[config.mk]
export PLATFORM = sky130hd
export DESIGN_NAME = jump_executor
export DESIGN_NICKNAME = d
export VERILOG_FILES = /design/src/rtl/jump_executor.sv
export SDC_FILE = /design/constraint.sdc
export NUM_CORES = 1
export LEC_CHECK = 0
export ABC_AREA = 0
export CAP_MARGIN = 10
export CORE_ASPECT_RATIO = 1.2
export CORE_MARGIN = 2
export CORE_UTILIZATION = 44
export DETAILED_ROUTE_END_ITERATION = 7
export GPL_TIMING_DRIVEN = 0
export PLACE_DENSITY = 0.68
export SYNTH_ARGS = -nofsm -noshare
export SYNTH_HDL_FRONTEND = slang
export SYNTH_SLANG_ARGS = --single-unit
[constraint.sdc]
create_clock -name proc_clk -period 1.5 [get_ports proc_clk]
set_input_delay 0.375 -clock proc_clk [delete_from_list [all_inputs] [get_ports proc_clk]]
set_output_delay 0.375 -clock proc_clk [all_outputs]
set_load 0.01 [all_outputs]
[src/rtl/jump_executor.sv]
// -----------------------------------------------------------------------------
// jump_executor
//
// Consumer end of the jump-window interface. A rising edge on the debounced
// jump button is latched. When the window generator opens a window (can_jump),
// the block runs a rise / hold / fall trajectory and drives the vertical pixel
// offset used by the sprite renderer. A request that sees no window within
// REQ_TIMEOUT cycles is dropped.
//
// Optional feature (compile-time macro JUMP_BUFFER_EN):
//   A press during FALL is remembered in a one-bit buffer. On landing, the
//   block goes to PENDING instead of IDLE, or goes straight into a new RISE
//   when a window is open on the landing cycle. In that case jump_done and
//   jump_start pulse together.
//
// Ports:
//   proc_clk    in   processor clock, all logic on the rising edge
//   reset       in   synchronous active-high reset
//   can_jump    in   jump-window strobe from the window generator
//   jump_btn    in   debounced jump button (level)
//   y_offset    out  current upward displacement in pixels
//   jumping     out  high while in RISE, HOLD or FALL
//   busy        out  high in any state except IDLE
//   jump_start  out  one-cycle pulse on entry to RISE
//   jump_done   out  one-cycle pulse on landing (FALL -> not FALL)
//   req_dropped out  one-cycle pulse when a pending request times out
// -----------------------------------------------------------------------------
module jump_executor #(
    parameter int STEP        = 4,
    parameter int RISE_CYCLES = 8,
    parameter int HOLD_CYCLES = 4,
    parameter int REQ_TIMEOUT = 16,
    parameter int OFFSET_W    = 10
) (
    input  logic                proc_clk,
    input  logic                reset,
    input  logic                can_jump,
    input  logic                jump_btn,
    output logic [OFFSET_W-1:0] y_offset,
    output logic                jumping,
    output logic                busy,
    output logic                jump_start,
    output logic                jump_done,
    output logic                req_dropped
);

    typedef enum logic [2:0] {
        IDLE    = 3'd0,
        PENDING = 3'd1,
        RISE    = 3'd2,
        HOLD    = 3'd3,
        FALL    = 3'd4
    } state_t;

    // One counter is shared by RISE and HOLD, so size it for the longer phase.
    localparam int PHASE_MAX = (RISE_CYCLES > HOLD_CYCLES) ? RISE_CYCLES : HOLD_CYCLES;
    localparam int PHASE_W   = $clog2(PHASE_MAX + 1);
    localparam int WAIT_W    = $clog2(REQ_TIMEOUT + 1);

    localparam logic [OFFSET_W:0]   STEP_EXT   = (OFFSET_W + 1)'(STEP);
    localparam logic [OFFSET_W-1:0] OFFSET_MAX = {OFFSET_W{1'b1}};
    localparam logic [PHASE_W-1:0]  RISE_LAST  = PHASE_W'(RISE_CYCLES - 1);
    localparam logic [PHASE_W-1:0]  HOLD_LAST  = PHASE_W'(HOLD_CYCLES - 1);
    localparam logic [WAIT_W-1:0]   WAIT_LAST  = WAIT_W'(REQ_TIMEOUT - 1);

    state_t              state_reg, state_next;
    logic [OFFSET_W-1:0] y_reg, y_next;
    logic [PHASE_W-1:0]  phase_reg, phase_next;
    logic [WAIT_W-1:0]   wait_reg, wait_next;
    logic                btn_q_reg;
    logic                start_reg, start_next;
    logic                done_reg, done_next;
    logic                dropped_reg, dropped_next;
    logic                jumping_reg, jumping_next;
    logic                busy_reg, busy_next;
`ifdef JUMP_BUFFER_EN
    logic                buf_reg, buf_next;
`endif

    logic                press;
    logic [OFFSET_W:0]   y_sum;

    assign press = jump_btn & ~btn_q_reg;
    // One extra bit catches the carry so the rise can saturate.
    assign y_sum = {1'b0, y_reg} + STEP_EXT;

    always_ff @(posedge proc_clk) begin
        if (reset) begin
            state_reg   <= IDLE;
            y_reg       <= '0;
            phase_reg   <= '0;
            wait_reg    <= '0;
            btn_q_reg   <= 1'b0;
            start_reg   <= 1'b0;
            done_reg    <= 1'b0;
            dropped_reg <= 1'b0;
            jumping_reg <= 1'b0;
            busy_reg    <= 1'b0;
`ifdef JUMP_BUFFER_EN
            buf_reg     <= 1'b0;
`endif
        end else begin
            state_reg   <= state_next;
            y_reg       <= y_next;
            phase_reg   <= phase_next;
            wait_reg    <= wait_next;
            btn_q_reg   <= jump_btn;
            start_reg   <= start_next;
            done_reg    <= done_next;
            dropped_reg <= dropped_next;
            jumping_reg <= jumping_next;
            busy_reg    <= busy_next;
`ifdef JUMP_BUFFER_EN
            buf_reg     <= buf_next;
`endif
        end
    end

    always_comb begin
        state_next   = state_reg;
        y_next       = y_reg;
        phase_next   = phase_reg;
        wait_next    = wait_reg;
        start_next   = 1'b0;
        done_next    = 1'b0;
        dropped_next = 1'b0;
`ifdef JUMP_BUFFER_EN
        buf_next     = buf_reg;
`endif

        case (state_reg)
            IDLE: begin
                if (press) begin
                    if (can_jump) begin
                        state_next = RISE;
                        phase_next = '0;
                        start_next = 1'b1;
                    end else begin
                        state_next = PENDING;
                        wait_next  = '0;
                    end
                end
            end

            PENDING: begin
                // An open window wins over a timeout in the same cycle.
                if (can_jump) begin
                    state_next = RISE;
                    phase_next = '0;
                    start_next = 1'b1;
                end else if (wait_reg == WAIT_LAST) begin
                    state_next   = IDLE;
                    dropped_next = 1'b1;
                end else begin
                    wait_next = wait_reg + 1'b1;
                end
            end

            RISE: begin
                y_next = y_sum[OFFSET_W] ? OFFSET_MAX : y_sum[OFFSET_W-1:0];
                if (phase_reg == RISE_LAST) begin
                    state_next = HOLD;
                    phase_next = '0;
                end else begin
                    phase_next = phase_reg + 1'b1;
                end
            end

            HOLD: begin
                if (phase_reg == HOLD_LAST) begin
                    state_next = FALL;
                    phase_next = '0;
                end else begin
                    phase_next = phase_reg + 1'b1;
                end
            end

            FALL: begin
                if ({1'b0, y_reg} > STEP_EXT) begin
                    y_next = y_reg - STEP_EXT[OFFSET_W-1:0];
`ifdef JUMP_BUFFER_EN
                    if (press) begin
                        buf_next = 1'b1;
                    end
`endif
                end else begin
                    y_next     = '0;
                    done_next  = 1'b1;
                    state_next = IDLE;
`ifdef JUMP_BUFFER_EN
                    // A press on the landing cycle itself counts as buffered.
                    if (buf_reg | press) begin
                        buf_next = 1'b0;
                        if (can_jump) begin
                            state_next = RISE;
                            phase_next = '0;
                            start_next = 1'b1;
                        end else begin
                            state_next = PENDING;
                            wait_next  = '0;
                        end
                    end
`endif
                end
            end

            default: begin
                state_next = IDLE;
                y_next     = '0;
            end
        endcase

        jumping_next = (state_next == RISE) || (state_next == HOLD) || (state_next == FALL);
        busy_next    = (state_next != IDLE);
    end

    assign y_offset    = y_reg;
    assign jumping     = jumping_reg;
    assign busy        = busy_reg;
    assign jump_start  = start_reg;
    assign jump_done   = done_reg;
    assign req_dropped = dropped_reg;

endmodule

# After elaboration in Yosys (flattened, before gate mapping)
# Index checks and enable logic that the tools add are counted.
# classes
n_addsub	4
reduce_logical	11
order_cmp	1
n_eq_ne	14
bitwise_logic	4
mux	26
# ops
cell	count
case mux 10 bit (3 select lines)	1
2-to-1 mux 10 bit	2
2-to-1 mux 5 bit	4
2-to-1 mux 3 bit	6
2-to-1 mux 4 bit	4
case mux 4 bit (4 select lines)	1
case mux 3 bit (5 select lines)	1
equality test 3 x 2 -> 1 bit (second input constant)	4
adder 10 x 3 -> 11 bit (second input constant)	1
greater-than comparator 10 x 3 -> 1 bit (second input constant)	1
case mux 5 bit (2 select lines)	1
subtractor 10 x 3 -> 10 bit (second input constant)	1
!= test 2 bit (second input constant)	4
equality test 3 bit (second input constant)	2
OR reduction 3 bit	2
adder 5 x 1 -> 5 bit (second input constant)	1
equality test 5 x 4 -> 1 bit (second input constant)	1
AND reduction 5 bit	1
adder 4 x 1 -> 4 bit (second input constant)	1
equality test 4 x 2 -> 1 bit (second input constant)	1
equality test 4 x 3 -> 1 bit (second input constant)	1
2-to-1 mux 1 bit	4
nonzero test 4 bit	1
equality test 3 x 1 -> 1 bit (second input constant)	1
other kinds (10)	13
# word_totals
in_bits	4
output_inout_bits	15
regBits	28

# Depth between registers and ports, before layout
# depth
depth_word	7
depth_mapped	8

# Worst setup path before layout
# Ideal clock, no wire load.
# synth_timing
kind	register to register
start	register wait_reg[0]
end	register wait_reg[3]
stages_incl_launch_ff	8
synth_period_minus_slack_ns	1.645
arrival_ns	1.575
setup_slack_ns	-0.145
cell_sequence	dfxtp_1 > ha_1 > and3_1 > ha_1 > nor2b_1 > o21ai_2 > or3_1 > a21oi_1
# synth_between
elab_chain_cells	4
# synth_rtl
item	line	text
start: declaration	69	logic [WAIT_W-1:0] wait_reg, wait_next;
start signal: assignment	106	wait_reg <= wait_next;
adder 5 x 1 -> 5 bit	155	wait_next = wait_reg + 1'b1;
2-to-1 mux 5 bit	151	end else if (wait_reg == WAIT_LAST) begin
2-to-1 mux 5 bit	147	if (can_jump) begin
case mux 5 bit (2 select lines)	131	case (state_reg)
# Several ways; a longest one is shown, not always the timed one. The select of a mux whose other input is x is not followed.
# A chain may end at the register's enable or synchronous reset.

# Final worst setup path
# Ends and elaborated chain as after synthesis.

==> impl_metrics.env <==
export IMPL_fin_crit_ns=1.60
export IMPL_io_pins=19
export IMPL_layout_drive_gt1_share_pct=34.1
export IMPL_synth_cell_types=50
export IMPL_tns_ns=-0.294
export IMPL_leakagePower_nw=0.909
export IMPL_syn_num_nets=200
export IMPL_yosysWarnings=0
export IMPL_rsz0062_at_grt="yes"
export IMPL_cts_htree_levels=1
export IMPL_synthToLayoutAreaGrowth_pct=40.7
export IMPL_start_kind="flop"
export IMPL_cts_buffer_depth=2
export IMPL_grt_pass1_vias=1601
export IMPL_fin_crit_sh_pct=107
export IMPL_die_w_um=58.5
export IMPL_antenna_left=0
export IMPL_clk_pin_slew_worst_paths_ns=0.10
export IMPL_post_synth_top_count_cell="dfxtp_1"
export IMPL_fmax_ghz=0.626
export IMPL_synth_edf_count=0
export IMPL_dp_hpwl_mm=2.55
export IMPL_min_delay_start="reset"
export IMPL_slew_violations=0
export IMPL_crit_fanout=5
export IMPL_ir_drop_v=0.000598
export IMPL_finalHoldViolCount=0
export IMPL_r2r_start="wait_reg[0]"
export IMPL_drt_vias_per_instance=5.83
export IMPL_netlist_top_cells_area="dfxtp_1 (34%), nor2_1 (5.3%), a21oi_1 (4.8%), ha_1 (4.8%), o21ai_0 (3.5%)"
export IMPL_largest_reg_flops=9
export IMPL_syn_area_sq_mm=0.00157
export IMPL_grt_ovfl_total=0
export IMPL_wl_per_cell_um=15.9
export IMPL_antenna_found_initial=0
export IMPL_core_sq_mm=0.00337
export IMPL_synth_cells=190
export IMPL_crit_path_end_kind="flop"
export IMPL_cts_tree="done"
export IMPL_port_buffers=17
export IMPL_gp_congestion=0.874
export IMPL_finalWirelength_mm=4.24
export IMPL_crit_arrival_ns=1.82
export IMPL_firstDrtPassIters=4
export IMPL_synth_top_area_share_pct=34.5
export IMPL_hold_buffers=0
export IMPL_grt_start_max_net_pins=17
export IMPL_hp_class="in -> reg"
export IMPL_syn_avg_cell_area_sq_um=8.25
export IMPL_num_antenna_cells=0
export IMPL_grt_pass1_wl_mm=7.02
export IMPL_drv_cap=0
export IMPL_place_ws_ns=-0.384
export IMPL_die_h_um=69.4
export IMPL_synthTopCellsByCount="dfxtp_1 (27), nor2_1 (22), a21oi_1 (15), nand2_1 (14), o21ai_0 (11)"
export IMPL_ys_ff_latch=27
export IMPL_async_reset_ff_share_pct=0
export IMPL_yosys_area_top_type="dfxtp_1"
export IMPL_violations="setup timing"
export IMPL_finalSetupViolCount=7
export IMPL_numCtsBuffers=3
export IMPL_status="complete, but fails checks"
export IMPL_max_slew_worst_pin_slew_ns=0.550
export IMPL_fin_util_pct=65.5
export IMPL_cts_sinks=27
export IMPL_cellPowerDensity_mw_per_mm2=659
export IMPL_fp_dieArea_sq_mm=0.00406
export IMPL_clock_latency_ns=0.28
export IMPL_start_util_pct=46.6
export IMPL_root_buffer="clkbuf_8"
export IMPL_holdWs_ns=0.311
export IMPL_vias=1550
export IMPL_finalClockSkew_ns=0.00587
export IMPL_layout_setup_ws_ns=-0.0981
export IMPL_synth_seq_area_share_pct=34.5
export IMPL_grtUsageTotal_pct=21.6
export IMPL_relSlewSlack_pct=63.3
export IMPL_post_route_drc_count=0
export IMPL_cp_required_ns=1.72
export IMPL_num_rows=23
export IMPL_crit_start="wait_reg[0]"
export IMPL_path_class="reg -> reg"
export IMPL_nets=240
export IMPL_synth_flop_cell="dfxtp_1"
export IMPL_detail_route_iter0_violations=72
path summary, 6_finish.rpt:
kind	slack, ns	end	cells past startpoint
hold / removal	0.31	state_reg[0]	2
hold reg to reg	0.49	phase_reg[3]	2
setup / recovery	-0.1	wait_reg[3]	7
setup reg to reg	-0.1	wait_reg[3]	7
layout by cell type (no fill, tap or decap), drive strengths merged, types with 7 or more instances in the layout:
| cell type | n |
|---|---|
| a21oi | 15 |
| a31oi | 7 |
| buf | 22 |
| clkbuf | 7 |
| dfxtp | 27 |
| dlygate4sd2 | 14 |
| inv | 7 |
| nand2 | 14 |
| nand2b | 8 |
| nor2 | 23 |
| nor2b | 7 |
| nor3 | 8 |
| o21ai | 13 |
critical path, cell delays in order, from the launching register on:
cell and delay (ns):
dfxtp_2 0.35, ha_4 0.15, and3_4 0.18, ha_4 0.16, nor2b_4 0.16, o21ai_4 0.08
or3_4 0.34, a21oi_2 0.11
layout make-up:
| class | instances | area, sq um |
|---|---|---|
| plain buffers | 8 | 55.1 |
| clock buffers | 3 | 41.3 |
| clock inverters | 1 | 7.51 |
| fillers | 263 | 1160 |
| inverters | 7 | 28.8 |
| multi-input cells | 147 | 1140 |
| flip-flops and latches | 27 | 564 |
| well taps | 37 | 46.3 |
| repair buffers | 36 | 322 |
layer usage:
layer | vias up | part of all wire (%) | global-route usage, %
li1 | 740 | - | -
met1 | 753 | 38 | 23.7
met2 | 47 | 55 | 38.7
met3 | 10 | 3.3 | 3.17
met4 | 0 | 2.9 | 11.1
met5 | - | 0 | 0
stage by stage:
step	instance area [sq um]	power [mW]	cells
6_report	2210	1.45	266
5_1_grt	2210	1.51	266
4_1_cts	2130	1.45	263
3_5_place_dp	1820	0.970	244
3_3_place_gp	1820	0.964	244
2_1_floorplan	1600	0.908	190
what timing repair did:
item                       4_1_cts  5_1_grt
cloned                           1        0
setup endpoints to repair       32       21
gates resized for setup         55       17
setup buffers                   15        4
pin swaps                       13       16
logic make-up (layout without fill, tap and decap cells):
logic type	count (synthesis)	in the layout	synth area share (%)
adders and majority gates	6	6	4.79
muxes	1	1	0.638
and+or+nand+nor	86	86	31.4
AOI/OAI and AO/OA	46	47	18.1
buffers and inverters	17	55	6.62
xor gates and xnor gates	7	7	3.91
DFF	27	27	34.5
power by group:
part           internal (mW)  switching (mW)  total (mW)
clock                  0.189           0.242       0.431
combinational          0.130           0.142       0.272
sequential             0.727          0.0239       0.751
total                   1.05           0.408        1.45
(Power assumes the default switching activity.)
